**src/rtl/lc3_decode_stage.sv**
```systemverilog
// LC-3 decode stage: registers fetched IR/next-PC and drives execute,
// writeback and memory control encodings plus a valid flag to execute.
//
// Ports:
//   clock, reset (async, active-low)
//   enable_decode, flush                 capture / squash controls
//   dout[15:0], npc_in[15:0]             fetched instruction and PC+1
//   IR, npc_out                          captured instruction and PC+1
//   E_Control[5:0]  {alu[1:0], pcsel1[1:0], pcsel2, op2sel}
//   W_Control[1:0]  00 aluout, 01 memout, 10 pcout
//   Mem_Control     0 direct, 1 indirect
//   decode_valid    outputs hold a live decoded instruction
//   illegal_op      only when DECODE_ILLEGAL_OP_EN is defined
module lc3_decode_stage (
    input  logic        clock,
    input  logic        reset,
    input  logic        enable_decode,
    input  logic        flush,
    input  logic [15:0] dout,
    input  logic [15:0] npc_in,
    output logic [15:0] IR,
    output logic [15:0] npc_out,
    output logic [5:0]  E_Control,
    output logic [1:0]  W_Control,
    output logic        Mem_Control,
    output logic        decode_valid
`ifdef DECODE_ILLEGAL_OP_EN
    ,
    output logic        illegal_op
`endif
);

    logic [3:0] opcode;
    logic       imm;
    logic [5:0] e_nxt;
    logic [1:0] w_nxt;
    logic       m_nxt;
`ifdef DECODE_ILLEGAL_OP_EN
    logic       ill_nxt;
`endif

    assign opcode = dout[15:12];
    assign imm    = dout[5];

    logic is_add, is_and, is_not, is_br, is_jmp, is_ld;
    logic is_ldr, is_ldi, is_lea, is_st, is_str, is_sti;

    assign is_add = (opcode == 4'b0001);
    assign is_and = (opcode == 4'b0101);
    assign is_not = (opcode == 4'b1001);
    assign is_br  = (opcode == 4'b0000);
    assign is_jmp = (opcode == 4'b1100);
    assign is_ld  = (opcode == 4'b0010);
    assign is_ldr = (opcode == 4'b0110);
    assign is_ldi = (opcode == 4'b1010);
    assign is_lea = (opcode == 4'b1110);
    assign is_st  = (opcode == 4'b0011);
    assign is_str = (opcode == 4'b0111);
    assign is_sti = (opcode == 4'b1011);

    // op2select is 1 for register operand, so it is the inverse of
    // the immediate flag in IR[5].
    always_comb begin
        e_nxt = 6'b000000;
        w_nxt = 2'b00;
        m_nxt = 1'b0;
`ifdef DECODE_ILLEGAL_OP_EN
        ill_nxt = 1'b0;
`endif
        unique case (1'b1)
            is_add: e_nxt = {2'b00, 2'b00, 1'b0, ~imm};
            is_and: e_nxt = {2'b01, 2'b00, 1'b0, ~imm};
            is_not: e_nxt = {2'b10, 2'b00, 1'b0, 1'b0};
            is_br:  e_nxt = {2'b00, 2'b01, 1'b1, 1'b0};
            is_jmp: e_nxt = {2'b00, 2'b11, 1'b0, 1'b0};
            is_ld: begin
                e_nxt = {2'b00, 2'b01, 1'b1, 1'b0};
                w_nxt = 2'b01;
            end
            is_ldr: begin
                e_nxt = {2'b00, 2'b10, 1'b0, 1'b0};
                w_nxt = 2'b01;
            end
            is_ldi: begin
                e_nxt = {2'b00, 2'b01, 1'b1, 1'b0};
                w_nxt = 2'b01;
                m_nxt = 1'b1;
            end
            is_lea: begin
                e_nxt = {2'b00, 2'b01, 1'b1, 1'b0};
                w_nxt = 2'b10;
            end
            is_st:  e_nxt = {2'b00, 2'b01, 1'b1, 1'b0};
            is_str: e_nxt = {2'b00, 2'b10, 1'b0, 1'b0};
            is_sti: begin
                e_nxt = {2'b00, 2'b01, 1'b1, 1'b0};
                m_nxt = 1'b1;
            end
            // JSR, RTI, reserved and TRAP: zero controls
            default: begin
`ifdef DECODE_ILLEGAL_OP_EN
                ill_nxt = 1'b1;
`endif
            end
        endcase
    end

    always_ff @(posedge clock or negedge reset) begin
        if (!reset) begin
            IR           <= 16'h0000;
            npc_out      <= 16'h0000;
            E_Control    <= 6'b000000;
            W_Control    <= 2'b00;
            Mem_Control  <= 1'b0;
            decode_valid <= 1'b0;
        end else if (flush) begin
            IR           <= 16'h0000;
            npc_out      <= 16'h0000;
            E_Control    <= 6'b000000;
            W_Control    <= 2'b00;
            Mem_Control  <= 1'b0;
            decode_valid <= 1'b0;
        end else if (enable_decode) begin
            IR           <= dout;
            npc_out      <= npc_in;
            E_Control    <= e_nxt;
            W_Control    <= w_nxt;
            Mem_Control  <= m_nxt;
            decode_valid <= 1'b1;
        end
    end

`ifdef DECODE_ILLEGAL_OP_EN
    always_ff @(posedge clock or negedge reset) begin
        if (!reset) begin
            illegal_op <= 1'b0;
        end else if (flush) begin
            illegal_op <= 1'b0;
        end else if (enable_decode) begin
            illegal_op <= ill_nxt;
        end
    end
`endif

endmodule

```
**config.mk**
```make
export PLATFORM = sky130hd
export DESIGN_NAME = lc3_decode_stage
export DESIGN_NICKNAME = d
export VERILOG_FILES = /design/src/rtl/lc3_decode_stage.sv
export SDC_FILE = /design/constraint.sdc
export NUM_CORES = 1
export LEC_CHECK = 0
export ABC_CLOCK_PERIOD_IN_PS = 900
export CORE_MARGIN = 4
export CORE_UTILIZATION = 41
export CTS_CLUSTER_DIAMETER = 30
export DETAILED_ROUTE_END_ITERATION = 16
export GPL_ROUTABILITY_DRIVEN = 0
export PLACE_DENSITY = 0.78
export SYNTH_ARGS = -nofsm -noshare
export SYNTH_HDL_FRONTEND = slang
export SYNTH_SLANG_ARGS = --single-unit
```
**constraint.sdc**
```tcl
create_clock -name clock -period 0.9 [get_ports clock]
set_input_delay 0.18 -clock clock [delete_from_list [all_inputs] [get_ports clock]]
set_output_delay 0.18 -clock clock [all_outputs]
set_load 0.005 [all_outputs]
```
==> flow_summary.ini, run 1 <==
[worst_setup_path]
path_class = reg2out
path_max_fanout = 2
cp-endpoint = npc_out[13]
r2r_end = W_Control[0]$_DFFE_PN0P_
worst_path_dominant_cell_family = flip-flops
crit_buf_inv = 1
path_cells = buf_2
critPathSlowestCell = dfrtp_1
cp.required_ns = 0.72
critical-path-max-stage-delay_ns = 0.40
rr_startpoint = W_Control[0]$_DFFE_PN0P_
crit_cells = 1
worst_setup_path_startpoint = npc_out[13]$_DFFE_PN0P_
r2r_cells = 3
r2r_slack_ns = -0.03
endpoint_kind = primary output
start_kind = register
cp.arrival_ns = 0.82

[finish]
mostFrequentLayoutCells = buf_2 (44), dfrtp_1 (42), buf_4 (39)
multi_input_area_sq_um = 696
final_common_cell = buf_2
drive_gt1_share_pct = 38.3
antenna_cells = 0
seq_area_sq_um = 1050
instances_no_fill = 319
fin_nets = 304
area_growth_pct = 57.9
final_cell_area_sq_um = 2810
final.fill_count = 347

[min_path]
hold_path_class = in2reg

[pwr]
peakVddDrop_v = 0.000810
p_leak_nw = 1.53
cellPowerDensity_nw_per_um2 = 1420
total_power_w = 0.00399

[timing]
tns_ns = -3.14
finalCriticalPeriod_ns = 1.00
rsz0062_at_grt = yes
skew_ns = 0
setup_ws_ns = -0.104
hold_viol_final = 0
final_min_period_over_clock_period_pct = 112
worst_pin_slew_ns = 0.312
maxSlewViolCount = 0
fmax_mhz = 996
setup_violations = 44
max_slew_margin_pct = 79.2

[flow_run]
drv_cap = 0

[global_routing]
grt_overflow = 0
antenna_found_initial = 0
grt_pass1_vias = 1553
grt_max_degree = 43
grt_usage_pct = 17.8
global_route.usage.met1_pct = 22.4
gr-usage-met2_pct = 29.6
busiest_layer = met2
use_met3_pct = 5.20
grt_pass1_wl_microns = 7430

[route]
drt_wl_total_microns = 4780
viasPerCell = 4.82
first_pass_iters = 4
drt_iter0_drc = 63
postRouteAntennaNets = 0
vias = 1539
wl_per_cell_microns = 15.0
drcViolationCount = 0

[yosys]
synth_seq_cells = 42
synth_nets = 185
ys_top_cells_by_area = dfrtp_1 (59%), mux2i_1 (19%), nor2_1 (7.8%)
synthCells = 149
synth_cell_types = 20
syn-cell-area_sq_um = 1780
avgSynthCellArea_sq_um = 11.9
synth_top_area_share_pct = 59.0
synth_top_cell_by_area = dfrtp_1
ys_seq_area_share_pct = 59.0
yosys_warnings = 0

[clock_network]
cts_tree = done
root_buffer = clkbuf_8
htreeDepth = 2
cts_made_buffers = 5
path_clk_slew_ns = 0.08
cts_sinks = 42
clk_latency_ns = 0.28
cts_buffer_depth = 2

[floorplanning]
initial_core_util_pct = 43.6
io_pins = 78
core-area_sq_um = 4090
fp.dieW_microns = 73.9
die-area_sq_um = 5460
die_y_microns = 73.9
rows = 23

[place]
place_inst = 288
dp_hpwl_microns = 3300
portBuffers = 77
dpl_cell_area_sq_um = 2730
dpl_worst_slack_ns = -0.541

[outcome]
failed_checks = setup timing
status = finished, violations left
-- worst min path at each step --
stage	to	slack [ns]	cells past startpoint	start
after global placement	npc_out[2]$_DFFE_PN0P_	0.17	2	reset
after global routing	E_Control[3]$_DFFE_PN0P_	0.26	2	enable_decode
after detailed placement	npc_out[2]$_DFFE_PN0P_	0.17	2	reset
after floorplan	E_Control[0]$_DFFE_PN0P_	-0.12	0	reset
after CTS	E_Control[3]$_DFFE_PN0P_	0.23	2	enable_decode
final	E_Control[3]$_DFFE_PN0P_	0.25	2	enable_decode
-- metrics by stage --
stage	hold slack, ns	util [%]
5_1_grt	0.258	68.8
6_report	0.248	68.8
2_1_floorplan	-0.116	-
3_5_place_dp	0.172	66.7
3_3_place_gp	0.170	66.7
4_1_cts	0.233	65.2
-- metal layers --
layer / part of all wire (%) / vias to the layer above
met4: 1.3 / 0
met3: 6.5 / 9
met5: 0 / -
met2: 52 / 45
met1: 41 / 742
li1: - / 743
-- area by class of cell --
class / instances / share of cell area, %
Tap cell: 50 / 2.23
Inverter: 1 / 0.134
Clock inverter: 1 / 0.178
Timing Repair Buffer: 121 / 32.3
Sequential cell: 42 / 37.4
Clock buffer: 7 / 3.07
Multi-Input combinational cell: 97 / 24.7
-- repair_timing --
action | CTS | global route
endpoints found under the setup margin | 70 | 48
pin swaps | 0 | 3
resized for setup | 176 | 9
setup buffers | 5 | 16
hold buffers | 1 | 0
gates cloned | 1 | 0
hold endpoints to repair | 42 | 0
-- cells in the mapped netlist --
cell and n:
buf_6 1, inv_1 1, nor2b_2 1, o22a_1 2, buf_4 3, nor2b_1 4, a32o_1 4, nor2_1 37
nor4_1 1, a21oi_1 3, a2111oi_2 1, and2b_2 2, buf_2 5, nand2_1 2, dfrtp_1 42, nand2b_1 4
nand4_1 1, nand3_1 1, mux2i_1 33, a311oi_1 1
-- power by group --
group	switching [W]	internal (W)
clock	0.000594	0.000619
sequential	0.0000510	0.00198
combinational	0.000317	0.000428
total	0.000962	0.00303
-- cells by family after synthesis --
| logic type | Yosys count | synth area share (%) |
|---|---|---|
| simple gates | 53 | 13.5 |
| mux | 33 | 18.6 |
| flops | 42 | 59.0 |
| compound gates | 11 | 5.41 |
| buf+inv | 10 | 3.51 |
-- registers in the layout, summed over array words and instances (netlist names) --
name          count
W_Control         2
E_Control         6
Mem_Control       1
npc_out          16
IR               16
decode_valid      1
(Power assumes the default switching activity.)
==> run 2: changes to the inputs <==
ABC_CLOCK_PERIOD_IN_PS = 1000   (was 900)
CORE_UTILIZATION = 43   (was 41)
CTS_BUF_LIST = sky130_fd_sc_hd__clkbuf_4 sky130_fd_sc_hd__clkbuf_8   (was unset)
PLACE_DENSITY = 0.82   (was 0.78)
SKIP_CTS_REPAIR_TIMING = 1   (was unset)
clock period = 1 ns   (was 0.9 ns; I/O delays follow)
==> run 2 against run 1 <==
  * The run still ends with setup timing left
  * Sequential power shrank 9.8%
  * Global-route usage decreased by 0.47 points
  * Combinational power down 11%
  * Final cell count is 0.94% lower
  * Power is 8.9% lower
  * Wire length decreased by 4.0%
  * Worst hold slack improved by 0.079 ns
  * Sequential share of layout area did not move
  * Die area fell by 4.2%
  * Count of clock-buffer cells in the layout unchanged
  * Sequential cell count did not move
  * Largest cell class unchanged
  * Highest routed layer unchanged
==> flow_summary.ini, run 2 (synthesis results as in run 1) <==
[route]
drt_iter0_drc = 64
vias = 1462
postRouteAntennaNets = 0
drt_wl_total_microns = 4590
first_pass_iters = 5
drcViolationCount = 0
wl_per_cell_microns = 14.5
viasPerCell = 4.63

[worst_setup_path]
endpoint_kind = primary output
critical-path-max-stage-delay_ns = 0.40
crit_cells = 1
cp.required_ns = 0.80
r2r_slack_ns = 0.05
crit_buf_inv = 1
cp-endpoint = IR[8]
path_cells = clkbuf_2
r2r_end = E_Control[4]$_DFFE_PN0P_
rr_startpoint = E_Control[4]$_DFFE_PN0P_
worst_setup_path_startpoint = IR[8]$_DFFE_PN0P_
path_max_fanout = 2
worst_path_dominant_cell_family = flip-flops
start_kind = register
r2r_cells = 3
critPathSlowestCell = dfrtp_1
cp.arrival_ns = 0.80
path_class = reg2out

[min_path]
worstHoldStart = dout[13]
hold_path_class = in2reg

[pwr]
cellPowerDensity_nw_per_um2 = 1290
p_leak_nw = 1.53
total_power_w = 0.00364
peakVddDrop_v = 0.00108

[outcome]
status = finished, violations left
failed_checks = setup timing

[timing]
max_slew_margin_pct = 75.3
fmax_mhz = 998
hold_viol_final = 0
worst_pin_slew_ns = 0.370
setup_violations = 1
rsz0062_at_grt = yes
setup_ws_ns = -0.00184
final_min_period_over_clock_period_pct = 100
maxSlewViolCount = 0
finalCriticalPeriod_ns = 1.00
skew_ns = 0

[finish]
drive_gt1_share_pct = 36.5
fin_nets = 301
mostFrequentLayoutCells = dfrtp_1 (42), clkbuf_2 (42), nor2_1 (37)
largestRegisters = IR x16, npc_out x16, E_Control x6
area_growth_pct = 57.9
antenna_cells = 0

[floorplanning]
initial_core_util_pct = 44.5
fp.dieW_microns = 72.3
io_pins = 78
die-area_sq_um = 5230
rows = 23
die_y_microns = 72.3
core-area_sq_um = 4000

[flow_run]
drv_cap = 0

[clock_network]
htreeDepth = 2
path_clk_slew_ns = 0.08
cts_buffer_depth = 2
root_buffer = clkbuf_8
cts_sinks = 42
cts_tree = done
cts_made_buffers = 5
clk_latency_ns = 0.28

[place]
dpl_worst_slack_ns = -0.485
dp_hpwl_microns = 3180
portBuffers = 77

[global_routing]
grt_pass1_wl_microns = 7130
grt_max_degree = 43
grt_usage_pct = 17.3
antenna_found_initial = 0
grt_pass1_vias = 1491
grt_overflow = 0
[run 2: stage by stage]
| stage | hold WS (ns) | area (sq um) | util [%] | std cells | TNS [ns] |
|---|---|---|---|---|---|
| global route | 0.345 | 2810 | 70.3 | 316 | -0.734 |
| detailed placement | 0.190 | 2720 | 68.0 | 287 | -13.98 |
| floorplan | -0.0956 | 1780 | - | 149 | 0 |
| finish | 0.326 | 2810 | 70.3 | 316 | -0.00184 |
| global placement | 0.189 | 2720 | 68.0 | 287 | -13.03 |
| CTS | -0.122 | 2820 | 70.4 | 295 | -15.98 |
[run 2: power breakdown]
group	switching (W)	internal (W)
clock network	0.000554	0.000584
registers	0.0000494	0.00179
logic	0.000282	0.000383
[run 2: cell type report]
class                           count  area [sq um]
Fill cell                         326          1190
Sequential cell                    42          1050
Timing Repair Buffer              118           900
Multi-Input combinational cell     97           699
Clock buffer                        7          90.1
Tap cell                           50          62.6
Clock inverter                      1          5.00
Inverter                            1          3.75
[run 2: per-layer routing]
layer	up-vias	routed length, microns	track usage, %
li1	736	-	-
met1	676	2020	23.3
met2	44	2220	27.3
met3	6	298	4.71
met4	0	51	5.64
met5	-	0	0
[run 2: worst min-delay path by stage]
stage | to | slack (ns) | cells after the start
finish | E_Control[3]$_DFFE_PN0P_ | 0.33 | 3
global route | E_Control[3]$_DFFE_PN0P_ | 0.35 | 3
CTS | IR[2]$_DFFE_PN0P_ | -0.12 | 2
detailed placement | npc_out[2]$_DFFE_PN0P_ | 0.19 | 2
global placement | IR[10]$_DFFE_PN0P_ | 0.19 | 2
floorplan | E_Control[0]$_DFFE_PN0P_ | -0.1 | 0
[run 2: tightest hold or removal path, stage by stage]
cell	delay [ns]
dlymetal6s2s_1	0.18
nand2b_1	0.10
a311oi_1	0.10
